<file path="config.mk">
export PLATFORM = sky130hd
export DESIGN_NAME = coffee_dispenser
export DESIGN_NICKNAME = d
export VERILOG_FILES = /design/src/rtl/coffee_dispenser.sv
export SDC_FILE = /design/constraint.sdc
export NUM_CORES = 1
export LEC_CHECK = 0
export ABC_CLOCK_PERIOD_IN_PS = 3300
export CAP_MARGIN = 40
export CORE_AREA = 3 3 79 81
export DETAILED_ROUTE_END_ITERATION = 6
export DIE_AREA = 0 0 82 84
export GPL_TIMING_DRIVEN = 0
export PLACE_DENSITY = 0.71
export SKIP_CTS_REPAIR_TIMING = 1
export SYNTH_ARGS = -nofsm -noshare
export SYNTH_HDL_FRONTEND = slang
export SYNTH_SLANG_ARGS = --single-unit
</file>
<file path="constraint.sdc">
create_clock -name clk -period 3.3 [get_ports clk]
set_clock_uncertainty 0.15 [all_clocks]
set_input_delay 0.66 -clock clk [delete_from_list [all_inputs] [get_ports clk]]
set_output_delay 0.66 -clock clk [all_outputs]
set_load 0.005 [all_outputs]
</file>
<file path="src/rtl/coffee_dispenser.sv">
// Coffee dispenser sequencer: runs cup drop, cup detect, brew, optional
// flavour dose and drain for one request from the vending FSM, then
// acknowledges with a level dispense_done. Sticky fault on cup problems.
//
// state      | meaning
// -----------+--------------------------------------------------------
// S_IDLE     | waiting for dispense; latches coffee_select
// S_CHECK    | validates the latched selection
// S_CUP      | cup_drop held for CUP_CYCLES
// S_CUP_WAIT | waiting up to CUP_TIMEOUT cycles for cup_present
// S_BREW     | water_valve open for BREW_CYCLES
// S_FLAVOUR  | syrup valve open for FLAVOUR_CYCLES (sel 2/3 only)
// S_DRAIN    | all actuators off for DRAIN_CYCLES
// S_DONE     | dispense_done high until dispense drops
// S_FAULT    | sticky fault; dispense_done mirrors dispense
module coffee_dispenser #(
    parameter int CUP_CYCLES     = 4,
    parameter int CUP_TIMEOUT    = 16,
    parameter int BREW_CYCLES    = 20,
    parameter int FLAVOUR_CYCLES = 6,
    parameter int DRAIN_CYCLES   = 3,
    parameter int TW             = 8
) (
    input  logic        clk,
    input  logic        reset,
    input  logic        dispense,
    input  logic [2:0]  coffee_select,
    input  logic        cup_present,
    output logic        dispense_done,
    output logic        cup_drop,
    output logic        water_valve,
    output logic [1:0]  flavour_valve,
    output logic        busy,
    output logic        fault,
    output logic        bad_select,
    output logic [15:0] cups_served
);

    typedef enum logic [3:0] {
        S_IDLE, S_CHECK, S_CUP, S_CUP_WAIT, S_BREW,
        S_FLAVOUR, S_DRAIN, S_DONE, S_FAULT
    } state_t;

    state_t        state_q, state_d;
    logic [TW-1:0] timer_q, timer_d;
    logic [2:0]    sel_q, sel_d;
    logic          bad_select_q, bad_select_d;
    logic [15:0]   cups_served_q, cups_served_d;
    logic          dispense_done_q, dispense_done_d;
    logic          cup_drop_q, cup_drop_d;
    logic          water_valve_q, water_valve_d;
    logic [1:0]    flavour_valve_q, flavour_valve_d;
    logic          busy_q, busy_d;
    logic          fault_q, fault_d;

    logic          timer_last;
    logic [TW-1:0] timer_dec;

    assign timer_last = (timer_q == TW'(1));
    assign timer_dec  = timer_q - TW'(1);

    // Next-state, timer and bookkeeping; outputs derive from the next state
    // so every output is a flop that lines up with the state it belongs to.
    always_comb begin
        state_d         = state_q;
        timer_d         = timer_q;
        sel_d           = sel_q;
        bad_select_d    = bad_select_q;
        cups_served_d   = cups_served_q;

        case (state_q)
            S_IDLE: begin
                if (dispense) begin
                    sel_d   = coffee_select;
                    state_d = S_CHECK;
                end
            end
            S_CHECK: begin
                if (sel_q >= 3'd1 && sel_q <= 3'd3) begin
                    state_d      = S_CUP;
                    timer_d      = TW'(CUP_CYCLES);
                    bad_select_d = 1'b0;
                end else begin
                    state_d      = S_DONE;
                    bad_select_d = 1'b1;
                end
            end
            S_CUP: begin
                if (timer_last) begin
                    state_d = S_CUP_WAIT;
                    timer_d = TW'(CUP_TIMEOUT);
                end else begin
                    timer_d = timer_dec;
                end
            end
            S_CUP_WAIT: begin
                if (cup_present) begin
                    state_d = S_BREW;
                    timer_d = TW'(BREW_CYCLES);
                end else if (timer_last) begin
                    state_d = S_FAULT;
                end else begin
                    timer_d = timer_dec;
                end
            end
            S_BREW: begin
                if (!cup_present) begin
                    state_d = S_FAULT;
                end else if (timer_last) begin
                    if (sel_q == 3'd1) begin
                        state_d = S_DRAIN;
                        timer_d = TW'(DRAIN_CYCLES);
                    end else begin
                        state_d = S_FLAVOUR;
                        timer_d = TW'(FLAVOUR_CYCLES);
                    end
                end else begin
                    timer_d = timer_dec;
                end
            end
            S_FLAVOUR: begin
                if (!cup_present) begin
                    state_d = S_FAULT;
                end else if (timer_last) begin
                    state_d = S_DRAIN;
                    timer_d = TW'(DRAIN_CYCLES);
                end else begin
                    timer_d = timer_dec;
                end
            end
            S_DRAIN: begin
                if (timer_last) begin
                    state_d       = S_DONE;
                    cups_served_d = cups_served_q + 16'd1;
                end else begin
                    timer_d = timer_dec;
                end
            end
            S_DONE: begin
                if (!dispense) state_d = S_IDLE;
            end
            S_FAULT: begin
                state_d = S_FAULT;
            end
            default: begin
                state_d = S_IDLE;
            end
        endcase

        cup_drop_d      = (state_d == S_CUP);
        water_valve_d   = (state_d == S_BREW);
        flavour_valve_d = 2'b00;
        if (state_d == S_FLAVOUR)
            flavour_valve_d = (sel_d == 3'd2) ? 2'b01 : 2'b10;
        busy_d          = (state_d != S_IDLE) && (state_d != S_FAULT);
        fault_d         = (state_d == S_FAULT);
        dispense_done_d = (state_d == S_DONE) || ((state_d == S_FAULT) && dispense);
    end

    // State and output registers with synchronous reset.
    always_ff @(posedge clk) begin
        if (reset) begin
            state_q         <= S_IDLE;
            timer_q         <= '0;
            sel_q           <= '0;
            bad_select_q    <= 1'b0;
            cups_served_q   <= '0;
            dispense_done_q <= 1'b0;
            cup_drop_q      <= 1'b0;
            water_valve_q   <= 1'b0;
            flavour_valve_q <= 2'b00;
            busy_q          <= 1'b0;
            fault_q         <= 1'b0;
        end else begin
            state_q         <= state_d;
            timer_q         <= timer_d;
            sel_q           <= sel_d;
            bad_select_q    <= bad_select_d;
            cups_served_q   <= cups_served_d;
            dispense_done_q <= dispense_done_d;
            cup_drop_q      <= cup_drop_d;
            water_valve_q   <= water_valve_d;
            flavour_valve_q <= flavour_valve_d;
            busy_q          <= busy_d;
            fault_q         <= fault_d;
        end
    end

    assign dispense_done = dispense_done_q;
    assign cup_drop      = cup_drop_q;
    assign water_valve   = water_valve_q;
    assign flavour_valve = flavour_valve_q;
    assign busy          = busy_q;
    assign fault         = fault_q;
    assign bad_select    = bad_select_q;
    assign cups_served   = cups_served_q;

endmodule

</file>
==> run metrics <==
Critical Path Start Type register; Die Y 84 um; Reg area 781 um^2; share of post-route cells with drive strength above 1 8.91%; clock-pin slew on the worst setup and hold paths 0.08 ns; fin. max-slew vios 0; TritonCTS clock tree built; Worst slew margin 46.6%; sequential share of power 30.1%; setup ws final 0.570 ns; Total Wirelength 5.47 mm; P_leak 0.000920 uW; vias 2106; Via density 5.62; clk root buf clkbuf_8; PwrDens 789 nW/um^2; mapped cell area 2220 um^2; clk sinks 39; post-synthesis cell count 267; Net Switching 872 uW; Die W 82 um; cell chain of the critical path ha_1 > or3b_2 > nor2_4 > inv_2 > ha_1 > nor4bb_1 > a31oi_1 > o31a_1 > o22ai_1 > a32o_1; Period minus WS final 2.73 ns; DRC 0; top_reg_cell synth dfxtp_1; yosys warns 0; Synth-to-Final Area Change 22.0%; Slowest-stage cell, CP or3b_2; final setup vio count 0; Logic pwr share 50.8%; Max IR drop VDD 446 uV; Worst setup EP type register; remaining antenna violation count 0; # diodes 0; nets@finish 314; Starting Density 40.0%; Power, Total 2130 uW; I/O pin count 31; area fraction of the dominant cell type after synthesis 35.2%; setup_tns 0 ns; f_max 366 MHz; initial drt markers 135; DIE AREA 6890 um^2; cell row count 27; total number of H-tree levels 2; crit path max fanout 10; CP max stage delay 0.52 ns; Async SR Flop Fraction 0%; Synth area leader dfxtp_1; largest cells by area after synthesis dfxtp_1, nor2_1, xnor2_1, nand2_1, a21oi_1; dpl ws 0.382 ns; EDFF count, synth 0; Hold Path Class register to register; post-synth cell types 61; DRT Pass-1 Iters 5; r2r setup slk 0.57 ns; core area 5540 um^2; WP data arrival 2.76 ns; RSZ-0062 raised after global routing false; routed len/inst 14.6 um; cts bufs inserted 5; internal power 1260 uW; largest net degree at the start of global routing 13; switching share of power 40.9%; status finished, final reports clean; Synth Register Bits 39; clock network fraction of total power 19.1%; global placement routability congestion 0.930; Synth Area per Inst 8.30 um^2; number of global-route vias before repair 1977; worst-skew pair later-pin latency 0.29 ns; Tightest Pin Transition 0.793 ns; Period Utilization, post-route 82.7%; sequential area share after synthesis 35.2%; Fillers 527; antenna violations before repair 0; Top cell by count, worst path ha_1; post-detail-place hpwl 4.07 mm; gr usage total 16.7%; Hold Violations, Final 0; Post-Syn Nets 279; WP data required 3.33 ns; gr ovfl total 0; Max Root-Sink Buffers 2; crit path kind register to register; first-pass GRT wire length 9.14 mm; port bufs 28; footprint of the multi-input gates 1320 um^2; MaxCap Viol Count 0
==> area by class of cell <==
| type | instances | area share (%) |
|---|---|---|
| plain buffers | 16 | 2.59 |
| clock buffers | 6 | 3.05 |
| clock inverters | 2 | 1.30 |
| inverters | 11 | 1.53 |
| multi-input cells | 201 | 49.0 |
| flip-flops and latches | 39 | 28.9 |
| well taps | 72 | 3.33 |
| repair buffers | 28 | 10.4 |
==> path summary, 6_finish.rpt <==
kind,to,cells past startpoint,start
min reg2reg,bad_select,2,bad_select
max,timer_q[0],10,timer_q[0]
min,bad_select,2,bad_select
max reg2reg,timer_q[0],10,timer_q[0]
==> cell usage in the layout (no fill, tap or decap), types with 7 or more instances in the layout <==
cell              n
dfxtp_1          39
clkdlybuf4s50_1  28
nand2_1          19
o21ai_0           7
a21oi_1          13
inv_1            10
clkbuf_1         11
nor3_1           12
nor2_1           28
nand3_1          13
nor4_1            8
xnor2_1          12
==> flip-flops by register name, summed over array words and instances, names as in the netlist <==
signal	cells
cup_drop	1
bad_select	1
cups_served	16
timer_q	8
state_q	4
fault	1
dispense_done	1
flavour_valve	2
busy	1
water_valve	1
sel_q	3
==> per-stage QoR <==
stage	cell area (um^2)	hold slack, ns	util (%)	instances
4_1_cts	2700	0.321	48.8	375
3_5_place_dp	2590	0.309	46.7	367
6_report	2700	0.318	48.8	375
5_1_grt	2700	0.353	48.8	375
3_3_place_gp	2590	0.314	46.7	367
2_1_floorplan	2220	0.300	-	267
==> routing by layer <==
metal	vias up	track usage (%)	routed length (um)
li1	1052	-	-
met1	954	21.0	2310
met2	89	27.6	2610
met3	11	3.46	438
met4	0	6.04	110
met5	-	0	0
==> cell families (layout without fill, tap and decap cells) <==
family | after synthesis | in the layout | share of synthesized area (%)
simple gates | 129 | 129 | 34.3
compound gates | 51 | 51 | 16.3
flops | 39 | 39 | 35.2
buf+inv | 27 | 63 | 5.03
xor+xnor | 15 | 15 | 5.93
fa+ha+maj | 5 | 5 | 2.82
mux | 1 | 1 | 0.452
==> critical path, delay by kind of cell (launching register included) <==
kind	cells	cell delay [ns]
adder cells (fa/ha/maj)	2	0.37
flip-flops	1	0.41
AO/OA/AOI/OAI	4	0.64
AND/OR/NAND/NOR	3	0.90
buffers and inverters	1	0.14
==> cells in the mapped netlist, drive strengths merged, types with 2 or more instances <==
cell type	instances
nor2b	3
xor2	3
nand2b	3
nor4b	2
ha	5
or3b	2
a211oi	3
a21oi	13
inv	11
nand2	19
buf	5
a32o	5
or4b	3
or4	2
nand3	13
dfxtp	39
xnor2	12
clkbuf	11
nor3b	4
a31oi	4
nor4	9
nor4bb	2
and3	3
o31ai	2
nor2	29
nor3	18
a21o	3
o21ai	7
nand4	4
or3	5
==> power groups by stage <==
stage	Combinational, uW	Sequential [uW]	Clock (uW)
2_1_floorplan	810	636	0
3_3_place_gp	1070	650	0
3_5_place_dp	1060	651	0
4_1_cts	1070	640	423
5_1_grt	1210	655	435
6_report	1080	642	408
No activity file was read; power rests on OpenSTA's default activity.
